[config.mk]
export PLATFORM = sky130hd
export DESIGN_NAME = gray_ptr_sync
export DESIGN_NICKNAME = d
export VERILOG_FILES = /design/src/rtl/gray_pkg.sv /design/src/rtl/gray_ptr_sync_sync_ff.sv /design/src/rtl/gray_ptr_sync.sv
export SDC_FILE = /design/constraint.sdc
export NUM_CORES = 1
export LEC_CHECK = 0
export ABC_AREA = 1
export CORE_MARGIN = 4
export CORE_UTILIZATION = 55
export DETAILED_ROUTE_END_ITERATION = 8
export PLACE_DENSITY = 0.81
export SYNTH_ARGS = -nofsm -noshare
export SYNTH_HDL_FRONTEND = slang
export SYNTH_SLANG_ARGS = --single-unit
[constraint.sdc]
create_clock -name clk -period 3.4 [get_ports clk]
set_input_delay 0.85 -clock clk [delete_from_list [all_inputs] [get_ports clk]]
set_output_delay 0.85 -clock clk [all_outputs]
set_load 0.005 [all_outputs]
[src/rtl/gray_pkg.sv]
// Shared types and Gray-code helpers for the Gray pointer synchroniser.
// Helpers operate on GRAY_MAX_W-bit words; callers zero-extend narrower values.
package gray_pkg;

    localparam int GRAY_MAX_W = 32;

    typedef enum logic [1:0] {
        FLUSH,
        PRIME,
        RUN,
        HOLD
    } state_t;

    // Each binary bit is the XOR of all Gray bits at or above it, so build it MSB-first.
    function automatic logic [GRAY_MAX_W-1:0] gray2bin(input logic [GRAY_MAX_W-1:0] g);
        logic [GRAY_MAX_W-1:0] b;
        b[GRAY_MAX_W-1] = g[GRAY_MAX_W-1];
        for (int i = GRAY_MAX_W - 2; i >= 0; i--) begin
            b[i] = b[i+1] ^ g[i];
        end
        return b;
    endfunction

    function automatic logic onehot_diff(input logic [GRAY_MAX_W-1:0] a,
                                         input logic [GRAY_MAX_W-1:0] b);
        logic [GRAY_MAX_W-1:0] x;
        x = a ^ b;
        return (x != '0) && ((x & (x - GRAY_MAX_W'(1))) == '0);
    endfunction

endpackage

[src/rtl/gray_ptr_sync_sync_ff.sv]
// Multi-stage flop chain bringing an asynchronous bus into the clk domain.
// Every bit goes through SYNC_STAGES flops; synchronous reset clears the whole chain.
module sync_ff #(
    parameter int WIDTH       = 4,
    parameter int SYNC_STAGES = 2
) (
    input  logic             clk,
    input  logic             rst,
    input  logic [WIDTH-1:0] d,
    output logic [WIDTH-1:0] q
);

    logic [WIDTH-1:0] chain [SYNC_STAGES];

    always_ff @(posedge clk) begin
        if (rst) begin
            for (int i = 0; i < SYNC_STAGES; i++) begin
                chain[i] <= '0;
            end
        end else begin
            chain[0] <= d;
            for (int i = 1; i < SYNC_STAGES; i++) begin
                chain[i] <= chain[i-1];
            end
        end
    end

    assign q = chain[SYNC_STAGES-1];

endmodule

[src/rtl/gray_ptr_sync.sv]
// Read side of a Gray-coded pointer: synchronises, decodes to binary and classifies
// each change as a directed single step or an illegal multi-bit jump (counted).
module gray_ptr_sync
    import gray_pkg::*;
#(
    parameter int WIDTH       = 4,
    parameter int SYNC_STAGES = 2,
    parameter int ERR_CNT_W   = 8
) (
    input  logic                 clk,
    input  logic                 rst,
    input  logic [WIDTH-1:0]     gray_in,
    input  logic                 en,
    input  logic                 clr_err,
    output logic [WIDTH-1:0]     bin_out,
    output logic                 bin_valid,
    output logic                 step,
    output logic                 dir,
    output logic                 err,
    output logic [ERR_CNT_W-1:0] err_cnt
);

    localparam int FLUSH_W = $clog2(SYNC_STAGES + 1);

    state_t             state;
    logic [FLUSH_W-1:0] flush_cnt;
    logic [WIDTH-1:0]   g_s;
    logic [WIDTH-1:0]   g_prev;
    logic [WIDTH-1:0]   g_s_bin;
    logic [WIDTH-1:0]   bin_delta;
    logic               is_step;
    logic               is_jump;
    logic               err_event;

    sync_ff #(
        .WIDTH       (WIDTH),
        .SYNC_STAGES (SYNC_STAGES)
    ) u_sync (
        .clk (clk),
        .rst (rst),
        .d   (gray_in),
        .q   (g_s)
    );

    always_comb begin
        g_s_bin   = WIDTH'(gray2bin(GRAY_MAX_W'(g_s)));
        bin_delta = g_s_bin - bin_out;
        is_step   = onehot_diff(GRAY_MAX_W'(g_s), GRAY_MAX_W'(g_prev));
        is_jump   = (g_s != g_prev) && !is_step;
        err_event = (state == RUN) && en && is_jump;
    end

    // FLUSH waits out the reset contents of the synchroniser before the first load.
    always_ff @(posedge clk) begin
        if (rst) begin
            state     <= FLUSH;
            flush_cnt <= '0;
            g_prev    <= '0;
            bin_out   <= '0;
            bin_valid <= 1'b0;
            step      <= 1'b0;
            dir       <= 1'b0;
            err       <= 1'b0;
        end else begin
            step <= 1'b0;
            err  <= 1'b0;
            case (state)
                FLUSH: begin
                    if (flush_cnt == FLUSH_W'(SYNC_STAGES)) begin
                        state <= PRIME;
                    end else begin
                        flush_cnt <= flush_cnt + FLUSH_W'(1);
                    end
                end
                PRIME: begin
                    g_prev    <= g_s;
                    bin_out   <= g_s_bin;
                    bin_valid <= 1'b1;
                    state     <= en ? RUN : HOLD;
                end
                RUN: begin
                    if (!en) begin
                        state <= HOLD;
                    end else if (is_step) begin
                        step    <= 1'b1;
                        dir     <= (bin_delta == WIDTH'(1));
                        g_prev  <= g_s;
                        bin_out <= g_s_bin;
                    end else if (is_jump) begin
                        err     <= 1'b1;
                        g_prev  <= g_s;
                        bin_out <= g_s_bin;
                    end
                end
                HOLD: begin
                    if (en) begin
                        state <= PRIME;
                    end
                end
                default: state <= FLUSH;
            endcase
        end
    end

    // A clear in the same cycle as an error leaves that error counted.
    always_ff @(posedge clk) begin
        if (rst) begin
            err_cnt <= '0;
        end else if (clr_err) begin
            err_cnt <= err_event ? ERR_CNT_W'(1) : '0;
        end else if (err_event && (err_cnt != '1)) begin
            err_cnt <= err_cnt + ERR_CNT_W'(1);
        end
    end

endmodule

After elaboration in Yosys (flattened, before gate mapping)
Memory sizes are Yosys's and may differ from the RTL's.
Index checks and enable logic that the tools add are counted.
- register bits after elaboration: 24
- bits in latches: 0
- memory bits (writable): 8
- memory bits (read-only): 0
- input port bits: 8
- output and inout bits: 16
- memories kept: 1
- memory list (memory ; depth ; width ; rd ports ; clocked after Yosys merged registers in ; wr ports ; line ; text):
    u_sync.chain ; 2 ; 4 ; 2 ; 0 ; 2 ; gray_ptr_sync_sync_ff.sv:13 ; logic [WIDTH-1:0] chain [SYNC_STAGES];
- $add $sub $neg: 4
- multiply operators: 0
- div/mod/pow operators: 0
- magnitude comparators: 0
- equal/unequal tests: 12
- shifts and indexed selects: 0
- muxes and demuxes: 23
- bitwise operators: 10
- reductions and logical operators: 17
- operators by type and width (cell ; count):
    AND 4 x 32 -> 32 bit ; 1
    zero test 32 bit ; 1
    two-way mux 4 bit ; 8
    nonzero test 32 bit ; 1
    two-way mux 8 bit ; 2
    case mux 4 bit (2 select lines) ; 2
    AND reduction 3 bit ; 3
    adder 8 x 1 -> 8 bit (second input constant) ; 1
    inequality test 2 bit (second input constant) ; 4
    inequality test 8 bit (second input constant) ; 1
    case mux 2 bit (4 select lines) ; 1
    two-way mux 1 bit ; 7
    equality test 2 bit (second input constant) ; 3
    two-way mux 2 bit ; 3
    logical AND 1 bit ; 5
    subtractor 4 x 1 -> 5 bit (second input constant) ; 1
    equality test 4 x 1 -> 1 bit (second input constant) ; 1
    inequality test 4 bit ; 1
    nonzero test 2 bit ; 2
    OR reduction 4 bit ; 1
    subtractor 4 bit ; 1
    XOR 4 bit ; 1
    inequality test 3 bit (second input constant) ; 1
    inverter 1 bit ; 3
    other kinds (8) ; 11

Longest topological paths before layout
- depth after elaboration: 11
- mapped depth: 13
- depth with buffers taken out: 13

Hierarchy
From an unflattened synthesis, not the netlist that was laid out.
- cells, all modules: 224
- area total of the unflattened synthesis: 1704.1 um2
- modules (own cells, without submodules) (module ; times used ; cells each ; area an instance (um2)):
    gray_ptr_sync ; 1 ; 195 ; 1442.6
    sync_ff ; 1 ; 29 ; 261.5

Worst setup path before layout
No wires, ideal clock.
- path type: flip-flop to flip-flop
- from: memory u_sync.chain[1][2], in the netlist u_sync.chain[0][6]
- to: register dir
- library setup time: 69 ps
- arrival time: 1829 ps
- required time: 3331 ps
- setup slack: 1502 ps
- stages on the path, launching flop included: 13
- buffers on the path: 0
- cell sequence: dfxtp_1 xnor2_1 inv_1 nand2_1 nand2_1 xor2_1 inv_1 ha_1 inv_1 fa_1 nor2_1 nand3_1 o21ai_1
- RTL lines (item ; line ; text):
    start, declared ; gray_ptr_sync_sync_ff.sv:13 ;
    end signal, assigned ; gray_ptr_sync.sv:86 ; dir <= (bin_delta == WIDTH'(1));
    end, declared ; gray_ptr_sync.sv:18 ; output logic dir,

Worst setup path after layout
- from: register err_cnt[0]
- to: output port err_cnt[0]
- RTL lines (item ; line ; text):
    start, declared ; gray_ptr_sync.sv:20 ; output logic [ERR_CNT_W-1:0] err_cnt
    start signal, assigned ; gray_ptr_sync.sv:110 ; err_cnt <= err_event ? ERR_CNT_W'(1) : '0;
    start signal, assigned ; gray_ptr_sync.sv:112 ; err_cnt <= err_cnt + ERR_CNT_W'(1);
No word-level cell between the ends.

==> results.md <==
- Outcome: finished, final reports clean
- Initial antenna violation count: 0
- Number of enable flip-flop cells after synthesis: 0
- CP Cell Sequence: clkdlybuf4s50_1
- Initial Util: 0.578
- Placed cell area: 0.00185 sq mm
- Multi-input logic area: 781 sq um
- R2r worst-path depth: 12
- Slew @ Worst Pin: 0.561 ns
- Compound-Gate Fraction of Synth Area: 0.109
- Slew HR: 0.625
- DP Worst Slack: 0.990 ns
- RSZ-0062 raised after global routing: false
- Share of cells above drive strength 1: 0.111
- Antenna Nets Post-Route: 0
- DRC violations left: 0
- Initial drt markers: 33
- Worst Slack Setup Final: 1.25 ns
- # hold bufs at CTS: 0
- Sw power: 0.459 mW
- CP Capture Type: primary output
- Max Clk Rate: 464 MHz
- Final instance area: 0.00193 sq mm
- Worst Hold Class: reg2reg
- Worst Path Max Fanout: 6
- Power consumption: 1.26 mW
- Endpoints failing setup: 0
- Area Overhead vs Synth: 19.9%
- Largest net degree at the start of global routing: 18
- Total congestion overflow: 0
- GR Util All Layers: 0.171
- Crit-path max cell delay: 0.54 ns
- DIE HEIGHT: 62.1 um
- Number of global-route vias before repair: 1198
- I/O Buffers: 23
- Synthesis Warnings: 0
- Final nets: 261
- P per Cell Area: 651 mW/mm^2
- Avg Cell Area, Syn: 7.38 sq um
- Slowest-stage cell, CP: clkdlybuf4s50_1
- Fin Hold WS: 0.406 ns
- # rows: 19
- Mapped cell area: 0.00161 sq mm
- Die ar.: 0.00385 sq mm
- # resized after CTS: 0
- Simple-gate area share of the yosys netlist: 0.261
- Delay-heaviest family, CP: buffers and inverters
- Max Transition Viols Final: 0
- Fin crit share: 0.633
- Max_cap viols: 0
- DR pass1 iterations: 4
- Capturing point of the worst reg2reg path: dir$_SDFFE_PP0P_
- Clock power frac: 0.229
- Flop-to-flop setup slack: 1.26 ns
- DR vias: 1364
- Mapped Nets: 236
- FF/Latch Area: 621 sq um
- Skew final: 0.00663 ns
- Min Tclk post-route: 2.15 ns
- Hold Fails Final Rpt: 0
- Sw frac: 0.366
- Post-DP HPWL: 2270 um
- Core footprint: 0.00278 sq mm
- Dominant synthesized flop cell: dfxtp_1
- Seq cells post-synth: 31
- Clk root buf: clkbuf_4
- Inst Count DP: 267
- Post-synth ARST share: 0
- Post-layout util: 0.693
- Worst Hold Path EP: u_sync.chain[0][5]$_SDFF_PP0_
- Worst r2r src: u_sync.chain[0][6]$_SDFF_PP0_
- Drt total wl: 2960 um
- Startpoint Class: register
- Sequential-to-total area share from yosys stat: 0.386
- CP bufs+invs: 1
- Worst Hold Depth: 2
- Die X: 62.1 um
- Finished Layout Cells: 275
- WP data arrival: 1.30 ns
- Diode count: 0
- Critical path type: reg2out
- Part of the power in combinational logic: 0.389
- CTS H-tree depth: 2
- Largest family of logic cells by synthesized area: simple AND/OR/NAND/NOR gates
- Worst hold start: u_sync.chain[0][1]$_SDFF_PP0_
- P_int: 0.796 mW
- Fillers: 236
- Fin Setup TNS: 0 ns
- First-pass GRT wire length: 4890 um
- Synth Area in Adders: 0.0825
- CTS Buf Count: 5
- Vias per cell: 4.96
- Leakage power: 0.872 nW
- CTS sink cnt: 31
- Clock transition at path regs: 0.10 ns
- I/O pin count: 24
- # Post-CTS Setup Buffers: 0
- CP required: 2.55 ns
- CTS tree: done
- Synth unique cells: 27
- DR WL/cell: 10.8 um
- Mux share of post-synthesis cell area: 0
- Gpl congestion: 0.830
- Worst VDD drop: 541 uV
- Post-Synthesis Cells: 218
- CTS Buffer Depth: 2
- Clock Latency Late Sink: 0.33 ns
- Flop pwr share: 0.382
- Synth Area in XOR/XNOR: 0.0327
==> placed cells by master (no fill, tap or decap), drive strengths merged, types with 2 or more instances in the layout <==
cell            n
a21oi          17
clkbuf          5
clkdlybuf4s50  23
clkinv          2
dfxtp          31
ha              9
inv            47
nand2          37
nand3          13
nand4           7
nor2           26
nor3            2
o21ai          14
xnor2           2
xor2            4
==> kinds of logic after synthesis <==
| family | count (synthesis) |
|---|---|
| buffers and inverters | 52 |
| xor gates and xnor gates | 6 |
| DFF | 31 |
| and+or+nand+nor | 86 |
| adders and majority gates | 10 |
| AOI/OAI and AO/OA | 33 |
==> layout make-up <==
cell class | count | area share
clock buffers | 5 | 0.0195
clock inverters | 3 | 0.0227
inverters | 47 | 0.0915
multi-input cells | 135 | 0.405
flip-flops and latches | 31 | 0.322
well taps | 31 | 0.0201
repair buffers | 23 | 0.119
==> cell usage after synthesis (3+ instances only) <==
master	instances	area, sq um
a21oi_1	17	85.1
clkbuf_1	3	11.3
dfxtp_1	31	621
ha_1	9	113
inv_1	44	165
inv_2	3	11.3
nand2_1	31	116
nand2_2	6	37.5
nand3_1	11	55.1
nand4_1	6	37.5
nor2_1	21	78.8
nor2_4	3	33.8
o21ai_0	7	35.0
o21ai_1	6	30.0
xor2_1	4	35.0
==> flip-flops by register name (all words and copies together) (netlist names) <==
register,cells
err_cnt,8
u_sync.chain,8
bin_out,4
g_prev,3
flush_cnt,2
state,2
bin_valid,1
dir,1
err,1
step,1
==> metal layers <==
metal / track usage / wire length (um) / vias up / share of wire
li1: - / - / 731 / -
met1: 0.222 / 1440 / 599 / 0.49
met2: 0.265 / 1330 / 25 / 0.45
met3: 0.0455 / 135 / 9 / 0.046
met4: 0.0727 / 55 / 0 / 0.019
met5: 0 / 0 / - / 0
==> worst register-to-register path, stage by stage, from the launching register on <==
cell and delay (ns):
dfxtp_1 0.35, xnor2_1 0.25, inv_1 0.09, nand2_1 0.06
nand2_1 0.09, xor2_1 0.16, inv_1 0.07, ha_1 0.17
inv_1 0.08, fa_1 0.42, nor2_1 0.09, nand3_1 0.10
o21ai_1 0.13
==> power by group through the flow <==
stage	sequential (mW)	clock, mW	combinational (mW)
after global routing	0.491	0.309	0.563
after CTS	0.480	0.291	0.493
final	0.480	0.288	0.488
after detailed placement	0.488	0	0.491
after global placement	0.487	0	0.479
after floorplan	0.481	0	0.385
==> how the worst max path moves through the flow <==
| stage | startpoint | end | cells past startpoint |
|---|---|---|---|
| floorplan | u_sync.chain[0][6]$_SDFF_PP0_ | dir$_SDFFE_PP0P_ | 12 |
| global placement | rst | dir$_SDFFE_PP0P_ | 4 |
| detailed placement | rst | dir$_SDFFE_PP0P_ | 4 |
| CTS | u_sync.chain[0][6]$_SDFF_PP0_ | dir$_SDFFE_PP0P_ | 12 |
| global route | u_sync.chain[0][6]$_SDFF_PP0_ | dir$_SDFFE_PP0P_ | 12 |
| finish | err_cnt[0]$_SDFFE_PP0P_ | err_cnt[0] | 1 |
No activity file was read; power rests on OpenSTA's default activity.
